===== config.mk =====
export PLATFORM = sky130hd
export DESIGN_NAME = mem_axi_arb
export DESIGN_NICKNAME = d
export VERILOG_FILES = /design/src/rtl/mem_axi_arb.sv
export SDC_FILE = /design/constraint.sdc
export NUM_CORES = 1
export LEC_CHECK = 0
export BUFFER_PORTS_ARGS = -buffer_cell sky130_fd_sc_hd__clkbuf_2
export CAP_MARGIN = 5
export CORE_AREA = 2 2 274 276
export DETAILED_ROUTE_END_ITERATION = 8
export DIE_AREA = 0 0 276 278
export PLACE_DENSITY = 0.37
export SLEW_MARGIN = 20
export SYNTH_ARGS = -nofsm -noshare
export SYNTH_HDL_FRONTEND = slang
export SYNTH_SLANG_ARGS = --single-unit
export TNS_END_PERCENT = 1

===== constraint.sdc =====
create_clock -name CLK -period 1.6 [get_ports CLK]
set_input_delay 0.32 -clock CLK [delete_from_list [all_inputs] [get_ports CLK]]
set_output_delay 0.32 -clock CLK [all_outputs]
set_load 0.01 [all_outputs]

===== src/rtl/mem_axi_arb.sv =====
// ---------------------------------------------------------------------------
// mem_axi_arb
//
// Merges the core's instruction-fetch port (IFU, read-only AXI-lite) and its
// load/store port (LSU, read/write AXI-lite) onto one memory-side AXI-lite
// master port.
//
// Reads : round-robin between IFU and LSU, one outstanding read at a time.
//         A three-state FSM (IDLE -> ADDR -> DATA) accepts the master AR in
//         IDLE, replays the latched address to memory in ADDR, and routes the
//         R beat back to the owner in DATA.
// Writes: AW/W/B pass straight through between LSU and MEM.  A single
//         outstanding write is tracked in wr_pend; while it is set a new AW is
//         held off and LSU reads are not eligible, which keeps LSU
//         read-after-write ordering intact.
//
// Parameters
//   AW  address width
//   DW  data width (strobe width DW/8)
//
// Ports
//   CLK, RSTn                  clock, synchronous active-low reset
//   IFU_AR*/IFU_R*             IFU read address / read data channels
//   LSU_AR*/LSU_R*             LSU read address / read data channels
//   LSU_AW*/LSU_W*/LSU_B*      LSU write address / write data / response
//   MEM_AR*/MEM_R*             memory-side read channels (master)
//   MEM_AW*/MEM_W*/MEM_B*      memory-side write channels (master)
//
// While RSTn=0 every handshake-control output of the arbiter is held low.
// ---------------------------------------------------------------------------
module mem_axi_arb #(
  parameter int unsigned AW = 64,
  parameter int unsigned DW = 64
) (
  input  logic            CLK,
  input  logic            RSTn,

  // IFU read port
  input  logic [AW-1:0]   IFU_ARADDR,
  input  logic [2:0]      IFU_ARPROT,
  input  logic            IFU_ARVALID,
  output logic            IFU_ARREADY,
  output logic [DW-1:0]   IFU_RDATA,
  output logic [1:0]      IFU_RRESP,
  output logic            IFU_RVALID,
  input  logic            IFU_RREADY,

  // LSU read port
  input  logic [AW-1:0]   LSU_ARADDR,
  input  logic [2:0]      LSU_ARPROT,
  input  logic            LSU_ARVALID,
  output logic            LSU_ARREADY,
  output logic [DW-1:0]   LSU_RDATA,
  output logic [1:0]      LSU_RRESP,
  output logic            LSU_RVALID,
  input  logic            LSU_RREADY,

  // LSU write port
  input  logic [AW-1:0]   LSU_AWADDR,
  input  logic [2:0]      LSU_AWPROT,
  input  logic            LSU_AWVALID,
  output logic            LSU_AWREADY,
  input  logic [DW-1:0]   LSU_WDATA,
  input  logic [DW/8-1:0] LSU_WSTRB,
  input  logic            LSU_WVALID,
  output logic            LSU_WREADY,
  output logic [1:0]      LSU_BRESP,
  output logic            LSU_BVALID,
  input  logic            LSU_BREADY,

  // Memory-side read channels
  output logic [AW-1:0]   MEM_ARADDR,
  output logic [2:0]      MEM_ARPROT,
  output logic            MEM_ARVALID,
  input  logic            MEM_ARREADY,
  input  logic [DW-1:0]   MEM_RDATA,
  input  logic [1:0]      MEM_RRESP,
  input  logic            MEM_RVALID,
  output logic            MEM_RREADY,

  // Memory-side write channels
  output logic [AW-1:0]   MEM_AWADDR,
  output logic [2:0]      MEM_AWPROT,
  output logic            MEM_AWVALID,
  input  logic            MEM_AWREADY,
  output logic [DW-1:0]   MEM_WDATA,
  output logic [DW/8-1:0] MEM_WSTRB,
  output logic            MEM_WVALID,
  input  logic            MEM_WREADY,
  input  logic [1:0]      MEM_BRESP,
  input  logic            MEM_BVALID,
  output logic            MEM_BREADY
);

  // Read FSM encodings (kept as plain constants for legacy tooling).
  localparam logic [1:0] ST_IDLE = 2'd0;
  localparam logic [1:0] ST_ADDR = 2'd1;
  localparam logic [1:0] ST_DATA = 2'd2;

  // Requester identities used for owner / last_grant.
  localparam logic OWN_IFU = 1'b0;
  localparam logic OWN_LSU = 1'b1;

  logic [1:0]    state;
  logic [1:0]    state_nxt;
  logic          owner;
  logic          last_grant;
  logic          wr_pend;
  logic [AW-1:0] ar_addr;
  logic [2:0]    ar_prot;

  logic          in_idle;
  logic          in_addr;
  logic          in_data;
  logic          ifu_elig;
  logic          lsu_elig;
  logic          grant_ifu;
  logic          grant_lsu;
  logic          owner_rready;
  logic          r_hs;
  logic          aw_hs;
  logic          b_hs;

  // -------------------------------------------------------------------------
  // State decode, gated by reset so that every control output is low while
  // RSTn=0 regardless of the (not yet reset) register contents.
  // -------------------------------------------------------------------------
  assign in_idle = RSTn && (state == ST_IDLE);
  assign in_addr = RSTn && (state == ST_ADDR);
  assign in_data = RSTn && (state == ST_DATA);

  // -------------------------------------------------------------------------
  // Arbitration.  An LSU read is not eligible while its own write is still
  // outstanding.  On a tie the requester that did not win last time wins.
  // -------------------------------------------------------------------------
  assign ifu_elig  = IFU_ARVALID;
  assign lsu_elig  = LSU_ARVALID && !wr_pend;

  assign grant_ifu = ifu_elig && (!lsu_elig || (last_grant == OWN_LSU));
  assign grant_lsu = lsu_elig && (!ifu_elig || (last_grant == OWN_IFU));

  assign IFU_ARREADY = in_idle && grant_ifu;
  assign LSU_ARREADY = in_idle && grant_lsu;

  // -------------------------------------------------------------------------
  // Memory read address: driven purely from registered state so there is no
  // combinational path from MEM_ARREADY back to MEM_ARVALID.
  // -------------------------------------------------------------------------
  assign MEM_ARVALID = in_addr;
  assign MEM_ARADDR  = ar_addr;
  assign MEM_ARPROT  = ar_prot;

  // -------------------------------------------------------------------------
  // Read data routing to the owner of the outstanding read.
  // -------------------------------------------------------------------------
  assign owner_rready = (owner == OWN_LSU) ? LSU_RREADY : IFU_RREADY;

  assign MEM_RREADY = in_data && owner_rready;

  assign IFU_RDATA  = MEM_RDATA;
  assign IFU_RRESP  = MEM_RRESP;
  assign IFU_RVALID = in_data && (owner == OWN_IFU) && MEM_RVALID;

  assign LSU_RDATA  = MEM_RDATA;
  assign LSU_RRESP  = MEM_RRESP;
  assign LSU_RVALID = in_data && (owner == OWN_LSU) && MEM_RVALID;

  assign r_hs = in_data && MEM_RVALID && owner_rready;

  // -------------------------------------------------------------------------
  // Write path: straight pass-through, except that a new AW is blocked while
  // a previous write still awaits its B response.
  // -------------------------------------------------------------------------
  assign MEM_AWADDR  = LSU_AWADDR;
  assign MEM_AWPROT  = LSU_AWPROT;
  assign MEM_AWVALID = RSTn && LSU_AWVALID && !wr_pend;
  assign LSU_AWREADY = RSTn && MEM_AWREADY && !wr_pend;

  assign MEM_WDATA   = LSU_WDATA;
  assign MEM_WSTRB   = LSU_WSTRB;
  assign MEM_WVALID  = RSTn && LSU_WVALID;
  assign LSU_WREADY  = RSTn && MEM_WREADY;

  assign LSU_BRESP   = MEM_BRESP;
  assign LSU_BVALID  = RSTn && MEM_BVALID;
  assign MEM_BREADY  = RSTn && LSU_BREADY;

  assign aw_hs = MEM_AWVALID && MEM_AWREADY;
  assign b_hs  = MEM_BVALID && MEM_BREADY;

  // -------------------------------------------------------------------------
  // Read FSM next-state logic.
  // -------------------------------------------------------------------------
  always_comb begin
    state_nxt = state;
    case (state)
      ST_IDLE: begin
        if (grant_ifu || grant_lsu) begin
          state_nxt = ST_ADDR;
        end
      end
      ST_ADDR: begin
        if (MEM_ARREADY) begin
          state_nxt = ST_DATA;
        end
      end
      ST_DATA: begin
        if (r_hs) begin
          state_nxt = ST_IDLE;
        end
      end
      default: state_nxt = ST_IDLE;
    endcase
  end

  // -------------------------------------------------------------------------
  // Sequential state.
  // -------------------------------------------------------------------------
  always_ff @(posedge CLK) begin
    if (!RSTn) begin
      state      <= ST_IDLE;
      owner      <= OWN_IFU;
      last_grant <= OWN_LSU;
      ar_addr    <= '0;
      ar_prot    <= '0;
    end else begin
      state <= state_nxt;
      if (in_idle && (grant_ifu || grant_lsu)) begin
        owner      <= grant_lsu ? OWN_LSU : OWN_IFU;
        last_grant <= grant_lsu ? OWN_LSU : OWN_IFU;
        ar_addr    <= grant_lsu ? LSU_ARADDR : IFU_ARADDR;
        ar_prot    <= grant_lsu ? LSU_ARPROT : IFU_ARPROT;
      end
    end
  end

  // Outstanding-write flag.  A clear in the same cycle as a set wins, even
  // though the AW gate makes that combination unreachable.
  always_ff @(posedge CLK) begin
    if (!RSTn) begin
      wr_pend <= 1'b0;
    end else if (b_hs) begin
      wr_pend <= 1'b0;
    end else if (aw_hs) begin
      wr_pend <= 1'b1;
    end
  end

endmodule


After elaboration in Yosys (flattened, before gate mapping)
Cells that the tools add are included.

cells by class
  mux-type cells = 8
  reduce and logical (&&, ||, !) cells = 35
  eq/ne operators = 5
  bitwise gates (word level) = 3

operator list
  kind                                                   number
  two-way mux 64 bit                                     1
  logical AND 1 bit                                      26
  two-way mux 2 bit                                      3
  case mux 2 bit (3 select lines)                        1
  inequality test 2 bit, second input constant           2
  logical NOT 1 bit                                      3
  logical OR 1 bit                                       3
  two-way mux 3 bit                                      1
  NOT 1 bit                                              3
  AND reduction 3 bit                                    1
  equality test 2 x 1 -> 1 bit, second input constant    1
  equality test 2 bit, second input constant             1
  logical NOT 2 bit                                      1
  two-way mux 1 bit                                      2
  inequality test 2 x 1 -> 1 bit, second input constant  1
  OR reduction 2 bit                                     1

storage, ports and cells
  logic and storage cells = 57
  register bits = 72
  bits of input ports = 355
  output and inout port bits = 352

Logic depth before layout (Yosys ltp)
Gate-level depths: netlist of run 1.

  depth in word-level cells = 8
  depth in mapped cells = 6
  mapped depth without buffers = 4

Least setup slack after synthesis of run 1
No wires, ideal clock.

  path kind = input to output
  start = input RSTn
  end = output IFU_RVALID
  buffers on the path = 1
  setup slack = 288 ps
  arrival = 992 ps
  required time = 1,280 ps
  stages = 4
  cell sequence = clkbuf_1 -> nor2b_1 -> nand3_1 -> nor2_1

between the ends
  longest elaborated chain between the ends = 3

ends and longest elaborated chain
  item                            RTL line  source
  from (decl)                     36        input logic RSTn,
  logical AND 1 bit               130       assign in_data = RSTn && (state == ST_DATA);
  logical AND 1 bit (2 in a row)  162       assign IFU_RVALID = in_data && (owner == OWN_IFU) && MEM_RVALID;
  to (decl)                       45        output logic IFU_RVALID,

No other way between the ends.

Worst setup path after layout of run 1
  start = register state[0]
  end = output LSU_ARREADY

between the ends
  longest elaborated chain between the ends = 3

ends and longest elaborated chain
  item                    RTL line  source
  from (decl)             104       logic [1:0] state;
  from (signal assigned)  227       state <= state_nxt;
  logical NOT 2 bit       128       assign in_idle = RSTn && (state == ST_IDLE);
  logical AND 1 bit       128
  logical AND 1 bit       143       assign LSU_ARREADY = in_idle && grant_lsu;
  to (decl)               52        output logic LSU_ARREADY,

No other way between the ends.

==> flow_summary_export.csv, run 1 <==
group,metric,value,unit
status,status,"finished, violations left",
status,violations,"design-rule violations",
yosys,async_flop_share,0,
sta,max_freq,628,MHz
placement,place_congestion,0.714,
global_route,grt_pass1_vias,4251,
flow_run,maxCapViolations,0,
die,die_h,278,um
sta,hold_viol,0,
power_and_ir_drop,swShare,0.327,
sta,setup_viol,0,
cts,clk_pin_slew_worst_paths,70,ps
routing,num_vias,3933,
placement,hpwl,18.1,mm
global_route,grt_first_pass_wirelength,30.6,mm
yosys,synth_area,5320,um2
sta,tightestPinTransition,432,ps
yosys,synth.area.top_cells,"buf_4 39%, dfxtp_1 27%, mux2i_1 7.3%, a21oi_1 3.7%, o21ai_1 3.4%",
global_route,grt_start_max_net_pins,60,
yosys,synth_top_area_share,0.392,
yosys,synth_cell_types,30,
critical_path,path_class,"flop to output pin",
sta,slew-limit-headroom,0.712,
routing,dr.pass1.iters,7,
power_and_ir_drop,powerDensity,926,nW/um2
global_route,grt_usage,0.0573,
routing,drc,50,
final_layout,fin_area,6150,um2
power_and_ir_drop,seqPwrFrac,0.371,
final_layout,diodes,0,
critical_path,cp-start-kind,"flop",
sta,post-route-period-util,0.995,
die,dieArea,76700,um2
final_layout,syn2layout_area_growth,15.5,%
routing,antenna_left,0,
routing,vias_per_cell,2.49,
final_layout,final_util,0.0833,
yosys,ys_seq_elements,72,
sta,setup_slack,7.60,ps
yosys,synth_edf_count,0,
worst_hold_path,holdPathStages,3,
yosys,synth_top_family_by_area,"buffers and inverters",
yosys,yosysTopAreaCell,"buf_4",
die,die_x,276,um
critical_path,cp_slowest_cell,"dfxtp_4",
yosys,syn_area_per_cell,8.34,um2
yosys,synth_top_cells_by_count,"278 x buf_4, 72 x dfxtp_1, 39 x a21oi_1, 39 x mux2i_1, 38 x nand2_1",
cts,numCtsBuffers,9,
sta,maxSlewViolCount,0,
power_and_ir_drop,total_power,5.69,mW
critical_path,path_max_fanout,4,
cts,cts-root-buf,"clkbuf_16",
yosys,synthXorXnorAreaFrac,0,
power_and_ir_drop,comb_power_share,0.235,
cts,clockBufferDepth,2,
critical_path,cp_cell_sequence,"nor3b_4 > and3_4 > buf_8",
cts,cts_tree,"yes",
cts,cts_hold_repair.buffers,0,
yosys,ys_warn_count,0,
final_layout,nets,960,
sta,rsz0062_at_grt,"true",
routing,routed_wirelength,22.3,mm
placement,post-place-ws,32.3,ps
yosys,synth_cells,638,
placement,io_buffers,226,
yosys,ys_seq_area_frac,0.271,
worst_hold_path,hold_class,"primary input to flop",
cts,clk-insertion-delay-late,380,ps
critical_path,crit_required,1280,ps
yosys,synth.net_count,993,
placement,post_dp_cell_area,5740,um2
power_and_ir_drop,p_clk_frac,0.394,
sta,min_period,1590,ps
global_route,grt.overflow.total,0,
die,floorplan.rows,100,
yosys,synth.area.mux_share,0.0733,
yosys,synthAdderAreaFrac,0,
power_and_ir_drop,power.switching,1.86,mW
power_and_ir_drop,p_leak,2.64,nW
critical_path,cp.arrival,1270,ps
final_layout,drive_gt1_frac,0.510,
cts,cts_max_level,3,
critical_path,reg2reg_depth,7,
cts,cts.sinks,72,
yosys,synthSimpleGateAreaFrac,0.0832,
routing,dr.first_iter.drc_count,180,
die,core,73800,um2
global_route,antenna_found_initial,1,
yosys,yosysMostFrequentCell,"buf_4",
routing,routedWlPerCell,14.1,um
critical_path,end_kind,"output pin",
power_and_ir_drop,peakVddDrop,0.000293,V
sta,fin_skew,10.0,ps
yosys,synth_compound_area_frac,0.148,
power_and_ir_drop,intPower,3.83,mW
die,io_pins,707,
yosys,ys.flop_type,"dfxtp_1",
die,start_util,0.0721,
critical_path,cpPeakStageDelay,370,ps
[registers in the layout (all words and copies together) (netlist names)]
| register | count |
|---|---|
| wr_pend | 1 |
| MEM_ARADDR | 64 |
| state | 2 |
| MEM_ARPROT | 3 |
| last_grant | 1 |
| owner | 1 |
[power groups by stage]
| stage | sequential [mW] | combinational, mW | clock, mW |
|---|---|---|---|
| 2_1_floorplan | 2.22 | 1.27 | 0 |
| 3_5_place_dp | 2.16 | 1.33 | 0 |
| 4_1_cts | 2.12 | 1.36 | 2.43 |
| 6_report | 2.11 | 1.34 | 2.24 |
| 3_3_place_gp | 2.15 | 1.32 | 0 |
| 5_1_grt | 2.14 | 1.48 | 2.49 |
[routing by layer]
metal,track usage,vias to the layer above,wire (um)
li1,-,1773,-
met1,0.0521,1667,7370
met2,0.0879,399,10100
met3,0.0374,92,3250
met4,0.0507,2,1580
met5,0.00375,-,39
[path summary, 6_finish.rpt]
check	startpoint	to	slack, ps
setup / recovery	state[0]	LSU_ARREADY	8
hold / removal	IFU_ARADDR[52]	MEM_ARADDR[52]	160
setup reg to reg	last_grant	MEM_ARPROT[2]	120
hold reg to reg	MEM_ARADDR[14]	MEM_ARADDR[14]	460
[stage by stage]
stage / instances / hold slack (ps) / TNS [ps]
2_1_floorplan: 638 / 441 / 0
3_3_place_gp: 1556 / 449 / 0
3_5_place_dp: 1556 / 454 / 0
4_1_cts: 1578 / 107 / -135
5_1_grt: 1579 / 125 / -175
6_report: 1579 / 162 / 0
[worst max-delay path: cells and delay by family (launching register included)]
family        cells  cell delay (ps)
simple gates      2              430
flops             1              370
buf+inv           1              100
[logic make-up after synthesis]
kind of cell	count (synthesis)
buf+inv	306
compound gates	131
simple gates	90
flops	72
mux	39
[layout make-up]
type | count | area (um2)
sequential | 72 | 1450
timing repair buffer | 260 | 1520
tap | 969 | 1210
clock buffer | 10 | 229
fill | 8696 | 67700
clock inverter | 6 | 68.8
inverter | 2 | 7.51
multi-input combinational | 260 | 1660
[cell usage in the layout (no fill, tap or decap), types with 2 or more instances in the layout]
cell type  count
clkbuf_2     223
and2_2         2
mux2i_2        2
a21oi_1       39
and3_4         2
buf_12         9
buf_6          2
dfxtp_1       68
a21oi_2       20
nor2_1         6
nand3_1       28
o21ai_0       20
and3b_1        2
o2bb2ai_1     12
and2_1         4
dfxtp_4        3
nand2_1       38
o21ai_1       36
buf_4         24
mux2i_1       37
inv_1          2
clkbuf_16      9
clkinv_4       2
[what timing repair did]
action                                  in CTS  in global routing
resized for setup                            8                 10
setup buffers                                6                  1
endpoints found under the setup margin       5                 19
pin swaps                                    2                  2
Power figures use the tool's default switching activity.
==> run 2: changes to the inputs <==
Settings changed: CELL_PAD_IN_SITES_DETAIL_PLACEMENT set to 0, CELL_PAD_IN_SITES_GLOBAL_PLACEMENT set to 1, CORE_AREA 2 2 274 276 to 2 2 275 277, DIE_AREA 0 0 276 278 to 0 0 277 279, PLACE_DENSITY 0.37 to 0.47.
Clock period 1.6 ns to 2.1 ns, I/O delays scaled along.
==> run 2 against run 1 <==
  * The run now ends clean
  * Worst setup slack improved by 91 ps
  * Clock-buffer cell count decreased by 1
  * Sequential share of layout area increased by 0.30 points
  * Utilization decreased by 0.20 points
  * Clock skew increased by 1.2 ps
  * Hold slack improved by 99 ps
  * Combinational power decreased by 27%
  * Clock power decreased by 17%
  * Sequential cell count unchanged
  * Cell count decreased by 0.82%
  * Wire length decreased by 3.9%
  * Critical path depth increased by 1
==> flow_summary_export.csv, run 2 (synthesis gave the netlist of run 1 again) <==
group,metric,value,unit
final_layout,nets,947,
global_route,grt.overflow.total,0,
cts,clockBufferDepth,2,
global_route,grt_usage,0.0546,
routing,dr.pass1.iters,4,
sta,post-route-period-util,0.953,
routing,num_vias,3907,
power_and_ir_drop,total_power,4.45,mW
global_route,grt_start_max_net_pins,94,
sta,slew-limit-headroom,0.648,
critical_path,cpPeakStageDelay,410,ps
critical_path,cp_slowest_cell,"dfxtp_1",
critical_path,reg2reg_depth,6,
routing,dr.first_iter.drc_count,84,
routing,vias_per_cell,2.49,
die,floorplan.rows,100,
cts,clk-insertion-delay-late,370,ps
critical_path,path_max_fanout,7,
placement,dp.cells,1549,
flow_run,maxCapViolations,0,
critical_path,crit_required,1680,ps
cts,cts-root-buf,"clkbuf_16",
cts,cts_hold_repair.buffers,0,
placement,place_congestion,0.698,
die,die_h,279,um
final_layout,drive_gt1_frac,0.486,
routing,routed_wirelength,21.4,mm
sta,max_freq,500,MHz
power_and_ir_drop,powerDensity,739,nW/um2
placement,hpwl,16.8,mm
critical_path,cp-start-kind,"flop",
die,start_util,0.0719,
final_layout,diodes,0,
routing,routedWlPerCell,13.7,um
critical_path,path_class,"flop to output pin",
final_layout,fillCellCount,8722,
sta,tightestPinTransition,527,ps
die,die_x,277,um
die,core,74100,um2
final_layout,largest_reg_flops,64,
status,status,"complete, no violations",
final_layout,syn2layout_area_growth,13.1,%
routing,antenna_left,0,
power_and_ir_drop,p_leak,2.58,nW
worst_hold_path,hold_start,"IFU_ARADDR[57]",
die,io_pins,707,
power_and_ir_drop,peakVddDrop,0.000392,V
critical_path,cp.arrival,1580,ps
cts,numCtsBuffers,9,
placement,post-place-ws,86.5,ps
critical_path,cp_cell_sequence,"nor2b_2 > nand3_1 > nor2_1 > clkbuf_2",
final_layout,layout_commonest_cell,"clkbuf_2",
routing,drc,0,
critical_path,end_kind,"output pin",
final_layout,final_util,0.0813,
final_layout,final_cell_mix,"224 x clkbuf_2, 72 x dfxtp_1, 39 x mux2i_1, 39 x a21oi_1, 38 x nand2_1",
sta,maxSlewViolCount,0,
sta,timing.setup.tns,0,ps
critical_path,startpoint,"state[0]",
cts,cts_max_level,3,
cts,clk_pin_slew_worst_paths,80,ps
die,dieArea,77300,um2
sta,hold_viol,0,
global_route,antenna_found_initial,4,
placement,io_buffers,226,
cts,cts_tree,"yes",
critical_path,timing.rr.start,"state[1]",
worst_hold_path,holdPathStages,3,
sta,setup_viol,0,
sta,setup_slack,98.2,ps
sta,rsz0062_at_grt,"false",
global_route,grt_first_pass_wirelength,29.0,mm
sta,fin_skew,11.2,ps
final_layout,fin_cells,1566,
global_route,grt_pass1_vias,4040,
worst_hold_path,hold_class,"primary input to flop",
sta,min_period,2000,ps
cts,cts.sinks,72,
## run 2: power by group
part / switching [mW] / internal, mW
logic: 0.547 / 0.432
clock network: 0.802 / 1.06
registers: 0.0951 / 1.52
total: 1.44 / 3.00
## run 2: path summary, 6_finish.rpt
check                                 endpoint  slack (ps)
worst max register to register  MEM_ARADDR[38]         410
worst max-delay path                IFU_RVALID         100
worst min register to register  MEM_ARADDR[58]         460
worst min-delay path            MEM_ARADDR[57]         260
## run 2: per-layer routing
layer	track usage	vias to the layer above	share of wire
li1	-	1753	-
met1	0.0498	1658	0.33
met2	0.0838	359	0.45
met3	0.0357	131	0.15
met4	0.0484	6	0.075
met5	0	-	0.0019
## run 2: cell type report
class,instances,area (um2),share of cell area
sequential,72,1440,0.239
timing repair buffer,247,1390,0.231
inverter,2,7.51,0.00125
multi-input combinational,260,1640,0.272
clock buffer,9,225,0.0374
tap,969,1210,0.201
clock inverter,7,103,0.0170
## run 2: stage by stage
step	cell area [um2]	hold slack, ps
CTS	6010	216
detailed placement	5680	454
finish	6020	261
global route	6020	236
floorplan	5320	441
global placement	5680	452
## run 2: worst max-delay path, delay by kind of cell (launching register included)
kind | cells | cell delay [ps]
AND/OR/NAND/NOR | 3 | 620
flip-flops | 1 | 410
buffers and inverters | 1 | 170
## run 2: repair_timing
item / 4_1_cts / 5_1_grt
endpoints found under the setup margin: 4 / 1
gates resized for setup: 1 / 0
buffers inserted: 0 / 1
pin swaps: 1 / 1
==> run 3: changes to the inputs <==
Settings changed: CORE_AREA 2 2 275 277 to 8 8 273 275, DIE_AREA 0 0 277 279 to 0 0 281 283, PLACE_DENSITY 0.47 to 0.49.
==> run 3 against run 2 <==
  * Hold slack improved by 8.5 ps
  * Critical path type unchanged
  * Largest cell class unchanged
  * Fmax rose by 4.2%
  * Total power is 6.2% lower
==> flow_summary_export.csv, run 3 (synthesis gave the netlist of run 1 again) <==
group,metric,value,unit
sta,max_freq,521,MHz
final_layout,largest_reg_flops,64,
final_layout,fin_area,5860,um2
routing,dr.pass1.iters,4,
power_and_ir_drop,p_leak,2.51,nW
critical_path,path_max_fanout,7,
placement,post_dp_cell_area,5580,um2
power_and_ir_drop,power.switching,1.31,mW
critical_path,cp_cell_sequence,"nor2b_1 > nand3_1 > nor2_1 > clkbuf_2",
sta,timing.setup.tns,0,ps
power_and_ir_drop,swShare,0.314,
critical_path,cp-start-kind,"flop",
final_layout,syn2layout_area_growth,10.1,%
placement,hpwl,17.7,mm
routing,drc,0,
cts,cts_resized,0,
routing,routed_wirelength,21.8,mm
sta,min_period,1920,ps
sta,tightestPinTransition,517,ps
power_and_ir_drop,p_clk_frac,0.387,
cts,cts.sinks,72,
final_layout,fin_cells,1537,
sta,post-route-period-util,0.915,
critical_path,cp.arrival,1500,ps
power_and_ir_drop,powerDensity,712,nW/um2
cts,clk_pin_slew_worst_paths,70,ps
critical_path,cpPeakStageDelay,390,ps
die,io_pins,707,
critical_path,startpoint,"state[0]",
placement,place_congestion,0.748,
cts,cts_tree,"yes",
power_and_ir_drop,intPower,2.86,mW
routing,dr.first_iter.drc_count,77,
cts,cts_hold_repair.buffers,0,
worst_hold_path,hold_start,"IFU_ARADDR[49]",
routing,vias_per_cell,2.53,
global_route,grt_first_pass_wirelength,29.8,mm
sta,maxSlewViolCount,0,
global_route,grt_usage,0.0532,
final_layout,fillCellCount,8282,
routing,num_vias,3893,
flow_run,maxCapViolations,0,
die,die_h,283,um
cts,clockBufferDepth,2,
die,die_x,281,um
power_and_ir_drop,peakVddDrop,0.000361,V
cts,clk-insertion-delay-late,370,ps
sta,rsz0062_at_grt,"false",
die,core,70500,um2
critical_path,crit_required,1680,ps
cts,cts_max_level,3,
global_route,antenna_found_initial,0,
die,dieArea,79500,um2
die,start_util,0.0755,
critical_path,end_kind,"output pin",
sta,slew-limit-headroom,0.656,
final_layout,final_cell_mix,"224 x clkbuf_2, 72 x dfxtp_1, 39 x mux2i_1, 39 x a21oi_1, 38 x nand2_1",
sta,fin_skew,6.57,ps
die,floorplan.rows,98,
power_and_ir_drop,seqPwrFrac,0.385,
critical_path,path_class,"flop to output pin",
placement,io_buffers,226,
global_route,grt_pass1_vias,4398,
routing,antenna_left,0,
global_route,grt_start_max_net_pins,43,
routing,routedWlPerCell,14.2,um
final_layout,nets,939,
sta,hold_viol,0,
final_layout,drive_gt1_frac,0.471,
cts,cts-root-buf,"clkbuf_16",
status,status,"complete, no violations",
critical_path,timing.rr.start,"state[1]",
global_route,grt.overflow.total,0,
critical_path,cp_slowest_cell,"dfxtp_1",
final_layout,layout_commonest_cell,"clkbuf_2",
cts,numCtsBuffers,9,
sta,setup_viol,0,
power_and_ir_drop,comb_power_share,0.228,
placement,dp.cells,1523,
worst_hold_path,hold_class,"primary input to flop",
cts,post-cts-setup-buffers,0,
power_and_ir_drop,total_power,4.17,mW
-- run 3: cell count changes in the layout (fill, tap and decap cells not counted), moves of 2 or more --
cell,previous run,this run
clkinv_4,2,0
clkbuf_1,0,2
buf_4,14,8
buf_12,8,6
inv_6,2,0
-- run 3: worst paths after layout --
| check | to | slack (ps) | cells after the start |
|---|---|---|---|
| max | IFU_RVALID | 180 | 4 |
| min | MEM_ARADDR[49] | 270 | 3 |
| max reg2reg | MEM_ARADDR[6] | 530 | 6 |
| min reg2reg | MEM_ARADDR[36] | 460 | 2 |
-- run 3: final cells by class --
type                    count  area (um2)  area share
multi-input cells         260        1640       0.279
flip-flops and latches     72        1440       0.246
repair buffers            239        1310       0.223
well taps                 950        1190       0.203
clock buffers              12         246      0.0421
clock inverters             1        30.0     0.00512
inverters                   2        7.51     0.00128
diodes                      1        2.50    0.000427
-- run 3: layer usage --
| metal | GRT usage | wire (um) | vias up |
|---|---|---|---|
| met2 | 0.0771 | 9060 | 304 |
| li1 | - | - | 1738 |
| met5 | 0.00500 | 51 | - |
| met3 | 0.0307 | 2790 | 154 |
| met1 | 0.0488 | 7490 | 1695 |
| met4 | 0.0597 | 2370 | 2 |
-- run 3: metrics by stage --
step,utilization,hold slack (ps),worst slack [ps]
floorplan,-,441,588
global placement,0.0791,446,314
detailed placement,0.0791,449,296
CTS,0.0831,213,71.2
global route,0.0831,250,35.7
finish,0.0831,269,179
-- run 3: worst max-delay path: cells and delay by family (launching register included) --
family	cells	cell delay (ps)
buffers and inverters	1	140
flip-flops	1	390
AND/OR/NAND/NOR	3	600
-- run 3: power groups by stage --
stage          clock, mW  combinational (mW)  sequential, mW
4_1_cts             1.79               0.989            1.61
3_3_place_gp           0               0.977            1.64
3_5_place_dp           0               0.988            1.64
6_report            1.61               0.950            1.61
5_1_grt             1.80                1.06            1.63
2_1_floorplan          0               0.967            1.69
